===== config.mk =====
export PLATFORM = sky130hd
export DESIGN_NAME = ucode_op_encoder
export DESIGN_NICKNAME = d
export VERILOG_FILES = /design/src/rtl/ucode_pkg.sv /design/src/rtl/ucode_op_encoder_rr_pick.sv /design/src/rtl/ucode_op_encoder.sv
export SDC_FILE = /design/constraint.sdc
export NUM_CORES = 1
export LEC_CHECK = 0
export CORE_ASPECT_RATIO = 1.2
export CORE_UTILIZATION = 46
export CTS_CLUSTER_DIAMETER = 80
export DETAILED_ROUTE_END_ITERATION = 12
export GPL_TIMING_DRIVEN = 0
export HOLD_SLACK_MARGIN = 0.02
export PLACE_DENSITY = 0.88
export SYNTH_ARGS = -nofsm -noshare
export SYNTH_HDL_FRONTEND = slang
export SYNTH_SLANG_ARGS = --single-unit

===== constraint.sdc =====
create_clock -name clk -period 5.7 [get_ports clk]
set_input_delay 0.855 -clock clk [delete_from_list [all_inputs] [get_ports clk]]
set_output_delay 0.855 -clock clk [all_outputs]
set_load 0.005 [all_outputs]

===== src/rtl/ucode_pkg.sv =====
// Shared microcode constants and issue-FSM states, common to the opcode encoder and decoder.
package ucode_pkg;
    localparam int NUM_OPS = 16;
    localparam int OP_W    = $clog2(NUM_OPS);

    typedef enum logic {
        IDLE = 1'b0,
        HOLD = 1'b1
    } state_t;
endpackage


===== src/rtl/ucode_op_encoder_rr_pick.sv =====
// Round-robin picker: first set bit of vec at or above ptr, wrapping; combinational, no backpressure.
module rr_pick
    import ucode_pkg::*;
(
    input  logic [NUM_OPS-1:0] vec,
    input  logic [OP_W-1:0]    ptr,
    output logic               found,
    output logic [OP_W-1:0]    idx
);
    logic [NUM_OPS-1:0] rot;
    logic [OP_W-1:0]    off;

    // Rotate so ptr lands at bit 0, take the lowest set bit, then add ptr back (wraps mod NUM_OPS).
    always_comb begin
        rot   = '0;
        found = 1'b0;
        off   = '0;
        for (int i = 0; i < NUM_OPS; i++) begin
            rot[i] = vec[OP_W'(i) + ptr];
        end
        for (int i = NUM_OPS - 1; i >= 0; i--) begin
            if (rot[i]) begin
                found = 1'b1;
                off   = OP_W'(i);
            end
        end
    end

    assign idx = off + ptr;
endmodule


===== src/rtl/ucode_op_encoder.sv =====
// Collects one-hot op requests, picks round-robin, encodes into a registered opcode/enable word.
// Request-to-valid latency 2 cycles; word held stable while cw_valid && !cw_ready.
module ucode_op_encoder
    import ucode_pkg::*;
(
    input  logic               clk,
    input  logic               rst_n,
    input  logic [NUM_OPS-1:0] req_pulse,
    input  logic [NUM_OPS-1:0] pim_mask,
    input  logic               cw_ready,
    input  logic               clr_err,
    output logic               cw_valid,
    output logic [OP_W-1:0]    cw_opcode,
    output logic               cw_enable,
    output logic [NUM_OPS-1:0] gnt,
    output logic [NUM_OPS-1:0] pend_o,
    output logic               drop_err
);
    state_t             state_q;
    logic [NUM_OPS-1:0] pend_q, pend_d;
    logic [OP_W-1:0]    rr_ptr_q;
    logic               cw_valid_q;
    logic [OP_W-1:0]    cw_opcode_q;
    logic               cw_enable_q;
    logic [NUM_OPS-1:0] gnt_q;
    logic               drop_err_q, drop_err_d;

    logic               found;
    logic [OP_W-1:0]    pick;
    logic               slot_free;
    logic               load;
    logic [NUM_OPS-1:0] pick_oh;
    logic [NUM_OPS-1:0] clear_vec;

    rr_pick u_rr_pick (
        .vec   (pend_q),
        .ptr   (rr_ptr_q),
        .found (found),
        .idx   (pick)
    );

    assign slot_free = (state_q == IDLE) || cw_ready;
    assign load      = slot_free && found;
    assign pick_oh   = NUM_OPS'(1) << pick;
    assign clear_vec = load ? pick_oh : '0;

    // A re-request landing on the bit being granted this cycle stays pending and is not a drop.
    assign pend_d     = (pend_q & ~clear_vec) | req_pulse;
    assign drop_err_d = (|(req_pulse & pend_q & ~clear_vec)) || (drop_err_q && !clr_err);

    always_ff @(posedge clk) begin
        if (!rst_n) begin
            state_q     <= IDLE;
            pend_q      <= '0;
            rr_ptr_q    <= '0;
            cw_valid_q  <= 1'b0;
            cw_opcode_q <= '0;
            cw_enable_q <= 1'b0;
            gnt_q       <= '0;
            drop_err_q  <= 1'b0;
        end else begin
            pend_q     <= pend_d;
            drop_err_q <= drop_err_d;
            gnt_q      <= '0;
            if (slot_free) begin
                if (found) begin
                    state_q     <= HOLD;
                    cw_valid_q  <= 1'b1;
                    cw_opcode_q <= pick;
                    cw_enable_q <= pim_mask[pick];
                    gnt_q       <= pick_oh;
                    rr_ptr_q    <= pick + OP_W'(1);
                end else begin
                    state_q    <= IDLE;
                    cw_valid_q <= 1'b0;
                end
            end
        end
    end

    assign cw_valid  = cw_valid_q;
    assign cw_opcode = cw_opcode_q;
    assign cw_enable = cw_enable_q;
    assign gnt       = gnt_q;
    assign pend_o    = pend_q;
    assign drop_err  = drop_err_q;
endmodule


==> results of run 1 <==
## per-stage QoR
stage          cell area [um^2]  util, %  setup TNS [ns]
2_1_floorplan              3127        -               0
3_3_place_gp               3964    61.11         -0.8865
3_5_place_dp               3964    61.11          -4.995
4_1_cts                    4108    63.33               0
5_1_grt                    4202    64.78        -0.04369
6_report                   4202    64.78               0
## final cells by class
cell class / count / area share [%]
buffer: 13 / 1.995
multi-input combinational: 232 / 52.83
timing repair buffer: 78 / 18.28
clock buffer: 8 / 2.382
inverter: 13 / 1.370
tap: 85 / 2.531
sequential: 43 / 20.61
## per-layer routing
layer,vias up,global-route usage (%),wire [um]
li1,1300,-,-
met1,1427,29.24,3479
met2,108,46.61,4729
met3,23,3.547,439
met4,0,12.74,282
met5,-,0,0
## cell usage in the layout, fill, tap and decap left out, drive strengths merged, types with 3 or more instances in the layout
cell,count
a211oi,3
a21oi,10
and2,3
buf,12
clkbuf,14
clkdlybuf4s50,73
dfxtp,43
ha,11
inv,10
mux2,10
mux2i,14
mux4,29
nand2,25
nand3,7
nand4,3
nor2,19
nor2b,7
o211a,3
o211ai,3
o21a,32
o21ai,5
xnor2,10
xor2,6
## worst paths after layout
check	start	endpoint	cells past startpoint
setup / recovery	rr_ptr_q[1]	drop_err	22
hold / removal	cw_enable	cw_enable	2
setup reg to reg	rr_ptr_q[1]	drop_err	22
hold reg to reg	cw_enable	cw_enable	2
## cell usage after synthesis (3+ instances only)
cell type / n
o21ai_0: 5
clkbuf_1: 7
nor2_1: 19
buf_2: 3
a211oi_1: 3
o211ai_1: 3
a21oi_1: 10
mux4_2: 29
dfxtp_1: 43
and2_1: 3
xor2_1: 6
nor2b_1: 7
nand3_1: 7
nand2_1: 25
o211a_1: 3
inv_1: 12
o21a_1: 32
mux2_2: 10
mux2i_1: 14
ha_1: 11
nand4_1: 3
buf_1: 3
xnor2_1: 10
## registers in the layout (all words and copies together), names as in the netlist
signal,count
cw_valid,1
pend_o,16
drop_err,1
rr_ptr_q,4
cw_enable,1
gnt,16
cw_opcode,4
## report_power, final
part / internal [mW] / switching [mW]
Clock: 0.111 / 0.100
Sequential: 0.376 / 0.0661
Combinational: 1.21 / 1.33
## what timing repair did
item	in CTS	in global routing
resized for setup	16	15
pin swaps	0	2
setup buffers	0	5
endpoints found under the setup margin	33	9
## cells by family (layout without fill, tap and decap cells)
family / count (synthesis) / count (layout) / share of synthesized area (%)
mux: 53 / 53 / 28.97
fa+ha+maj: 12 / 12 / 5.042
xor+xnor: 16 / 16 / 4.482
flops: 43 / 43 / 27.53
compound gates: 73 / 73 / 17.85
buf+inv: 27 / 112 / 3.601
simple gates: 78 / 78 / 12.52
## worst max-delay path, cell delays in order (launching register included)
cell	delay, ns
dfxtp_2	0.41
buf_6	0.18
clkinvlp_4	0.10
ha_1	0.27
buf_4	0.18
mux4_2	0.54
mux2_2	0.30
mux2i_2	0.22
o21ai_0	0.12
a21oi_1	0.15
o21bai_1	0.07
a21oi_1	0.14
o21ai_0	0.10
a211o_1	0.27
ha_1	0.20
inv_1	0.08
fa_2	0.52
nor2b_4	0.16
ha_1	0.22
nand2_1	0.14
o21a_1	0.23
a221o_1	0.37
o41a_1	0.40
==> out/qor.txt, run 1 <==
Core area: 0.006486 mm^2
Final WL: 8931 um
Die area: 0.007132 mm^2
Status: finished, final reports clean
Syn Nets: 350
Initial Util: 48.21%
Nets: 434
Final hold vios: 0
CTS tree: done
CP max FO: 9
Largest cells by area after synthesis: dfxtp_1 (28%), mux4_2 (21%), o21a_1 (7.7%), mux2i_1 (4.5%), ha_1 (4.4%)
Fin. max-slew vios: 0
Top cell type's share of synthesized area: 27.53%
DR vias: 2858
Detailed Route Iter0 Violations: 427
Placed insts: 460
FP Rows: 32
CP arrival: 5.65 ns
Ys flop type: dfxtp_1
CP Capture Type: flip-flop
Avg Inst Size Synth: 10.35 um^2
Routed len/inst: 18.92 um
DR DRC count: 0
CTS buffer count: 5
Number of global-route vias before repair: 3003
CTS sink cnt: 43
Post-synth EDFFs: 0
First-pass GRT wire length: 14350 um
Via density: 6.055
CTS Buffer Depth: 2
Multi-input logic area: 0.002220 mm^2
H-Tree Depth: 2
Pre-CTS setup slack: -0.7420 ns
Initial antenna violation count: 0
CTS Hold Buffers Added: 0
Power Dens Cells: 759.9 mW/mm^2
CP Class: reg -> reg
Share of cells above drive strength 1: 20.16%
Ys async rst share: 0%
WHS: 0.4803 ns
Clock latency on the worst-skew pair: 0.30 ns
Sequential cell area: 865.8 um^2
I/O pin cnt: 75
Max Clk Rate: 183.2 MHz
Worst relative slew slack: 36.67%
Post-Synthesis Cells: 302
Final setup margin: 0.2420 ns
Register area share after synthesis: 27.53%
Max Cap Viol: 0
Critical path launch point type: flip-flop
R2R setup slack: 0.24 ns
DIE HEIGHT: 92.32 um
Worst slew pin tran: 0.9431 ns
GPL Wtd Cong: 0.8944
Area Growth Syn to Fin: 34.37%
Worst VDD drop: 442.0 uV
Final period util: 95.75%
Synth Warn #: 0
I/O Buffers: 73
Fillers: 505
Largest net degree at the start of global routing: 13
Synth area leader: dfxtp_1
Required time worst endpoint: 5.89 ns
Non-Filler Instances: 472
N_diodes: 0
Clock Skews: 0.009093 ns
Total Routing Usage GR: 25.68%
Register bit total from synthesis: 43
Synth Cell Area: 0.003127 mm^2
Count of final setup violators: 0
Die X: 77.26 um
Distinct cells, synth: 50
Grt ovf: 0
Root buffer cell: clkbuf_8
Detail Route Antenna Nets: 0
Dpl hpwl: 6825 um
DRT Pass-1 Iters: 4
Post-route minimum period: 5.458 ns
Leakage: 1.612 nW
Hold crit path type: reg -> reg
Total power: 3.193 mW
Clk pin slew, worst setup/hold paths: 0.08 ns
Note: power is estimated with default switching activity, not from simulation.
==> run 2: changes to the inputs <==
--- a/config.mk
+++ b/config.mk
@@ -5,13 +5,12 @@
 export SDC_FILE = /design/constraint.sdc
 export NUM_CORES = 1
 export LEC_CHECK = 0
-export CORE_ASPECT_RATIO = 1.2
 export CORE_UTILIZATION = 46
 export CTS_CLUSTER_DIAMETER = 80
 export DETAILED_ROUTE_END_ITERATION = 12
 export GPL_TIMING_DRIVEN = 0
 export HOLD_SLACK_MARGIN = 0.02
-export PLACE_DENSITY = 0.88
+export PLACE_DENSITY_LB_ADDON = 0.12
 export SYNTH_ARGS = -nofsm -noshare
 export SYNTH_HDL_FRONTEND = slang
 export SYNTH_SLANG_ARGS = --single-unit
==> run 2 against run 1 <==
Die area about the same. First-iteration DRC count decreased by 66%. Count of clock-buffer cells in the layout decreased by 3. Sequential share of layout area increased by 0.072 points. Worst setup slack improved by 0.0096 ns. Worst hold slack got worse by 0.0064 ns. Routed wire length decreased by 4.4%. Final area about the same. Non-clock buffer count decreased by 1. Clock skew decreased by 0.0036 ns. Register-to-register slack about the same.
==> out/qor.txt, run 2 (synthesis results as in run 1) <==
CTS sink cnt: 43
Critical path launch point type: flip-flop
Fillers: 528
Final period util: 95.59%
Grt ovf: 0
FP Rows: 29
Via density: 5.901
Initial antenna violation count: 0
Initial Util: 48.41%
I/O pin cnt: 75
Multi-input logic area: 0.002243 mm^2
Max Clk Rate: 183.5 MHz
Worst path cell trace: buf_6 > clkinvlp_4 > ha_1 > buf_4 > mux4_2 > mux4_2 > nor4bb_1 > a21boi_0 > ha_1 > a21oi_1 > xnor2_2 > xor2_2 > mux2_2 > a2111o_1 > o41a_1
Nets: 433
CTS buffer count: 5
Area after DPL: 0.003954 mm^2
N_diodes: 0
CP max stage cell: nor4bb_1
Post-route minimum period: 5.448 ns
WHS: 0.4740 ns
DR DRC count: 0
Area Growth Syn to Fin: 34.29%
Clock latency on the worst-skew pair: 0.31 ns
CTS Buffer Depth: 2
Pre-CTS setup slack: -0.7424 ns
Hold crit path type: reg -> reg
GPL Wtd Cong: 0.8680
Worst r2r src: rr_ptr_q[1]
CTS Hold Buffers Added: 0
Commonest non-fill, non-tap cell in the layout: clkdlybuf4s50_1
Dpl hpwl: 6630 um
R2R setup slack: 0.25 ns
Share of cells above drive strength 1: 21.24%
FF-to-FF End: drop_err
DRT Pass-1 Iters: 4
CP Capture Type: flip-flop
Number of global-route vias before repair: 2706
Root buffer cell: clkbuf_8
Clock Skews: 0.005538 ns
Crit-path max cell delay: 0.64 ns
Hold wc startpoint: cw_enable
Final setup margin: 0.2516 ns
Fin. max-slew vios: 0
Worst slew pin tran: 0.9756 ns
Worst hold path endpoint: cw_enable
Total Routing Usage GR: 25.04%
CP Class: reg -> reg
Die X: 84.45 um
Die area: 0.007131 mm^2
Largest net degree at the start of global routing: 17
Final hold vios: 0
DR vias: 2732
Final WL: 8540 um
Worst Reg-to-Reg Cells: 15
CP max FO: 9
Detailed Route Iter0 Violations: 147
Routed len/inst: 18.44 um
CP arrival: 5.65 ns
Max Cap Viol: 0
I/O Buffers: 73
Worst Hold Depth: 2
Final Cell Area: 0.004199 mm^2
Required time worst endpoint: 5.90 ns
Detail Route Antenna Nets: 0
DIE HEIGHT: 84.45 um
CTS tree: done
H-Tree Depth: 2
Most frequent cells in the layout: clkdlybuf4s50_1 (73), dfxtp_1 (41), o21a_1 (32)
Clk pin slew, worst setup/hold paths: 0.09 ns
Worst relative slew slack: 34.49%
Count of final setup violators: 0
Sequential cell area: 868.3 um^2
Status: finished, final reports clean
Core area: 0.006459 mm^2
First-pass GRT wire length: 13780 um
## run 2: worst max-delay path by stage
stage	startpoint	slack, ns	end
4_1_cts	rr_ptr_q[1]	0.006	drop_err
3_5_place_dp	rr_ptr_q[1]	-0.74	drop_err
3_3_place_gp	rr_ptr_q[1]	-0.70	drop_err
6_report	rr_ptr_q[1]	0.25	drop_err
5_1_grt	rr_ptr_q[1]	-0.07	drop_err
2_1_floorplan	rr_ptr_q[1]	0.25	drop_err
## run 2: critical path, delay by kind of cell (launching register included)
kind,cells,cell delay [ns]
buf+inv,3,0.45
compound gates,4,1.26
simple gates,1,0.64
flops,1,0.40
fa+ha+maj,2,0.59
xor+xnor,2,0.51
mux,3,1.47
## run 2: layer usage
metal / GRT usage [%] / wire, um
met4: 7.550 / 135
met2: 43.00 / 4268
met1: 32.37 / 3680
met5: 0 / 0
met3: 4.523 / 456
## run 2: timing repair
action | CTS | global route
pin swaps | 0 | 2
resized for setup | 16 | 20
endpoints found under the hold margin | 0 | 0
buffers inserted | 0 | 4
setup endpoints to repair | 34 | 17
## run 2: area by class of cell
class | count | share of cell area (%)
timing repair buffer | 77 | 18.12
inverter | 13 | 1.281
clock inverter | 3 | 0.6257
clock buffer | 5 | 1.639
sequential | 43 | 20.68
multi-input combinational | 232 | 53.43
tap | 77 | 2.294
buffer | 13 | 1.937
## run 2: stage by stage
stage                     TNS, ns  util, %  instances
final                           0    65.01        463
after global routing      -0.1292    65.01        463
after CTS                       0    63.43        459
after detailed placement   -7.802    61.22        452
after global placement     -5.882    61.22        452
after floorplan                 0        -        302
Power of run 2 is not shown: default switching activity piles up to over one toggle a cycle in this logic, so the estimate is an artifact.
==> run 3: changes to the inputs <==
--- a/config.mk
+++ b/config.mk
@@ -5,6 +5,7 @@
 export SDC_FILE = /design/constraint.sdc
 export NUM_CORES = 1
 export LEC_CHECK = 0
+export ABC_CLOCK_PERIOD_IN_PS = 5700
 export CORE_UTILIZATION = 46
 export CTS_CLUSTER_DIAMETER = 80
 export DETAILED_ROUTE_END_ITERATION = 12
==> results of run 3 <==
Final layout, timing and power as in run 2 (identical DEF).
Power of run 3 is left out for the same reason.
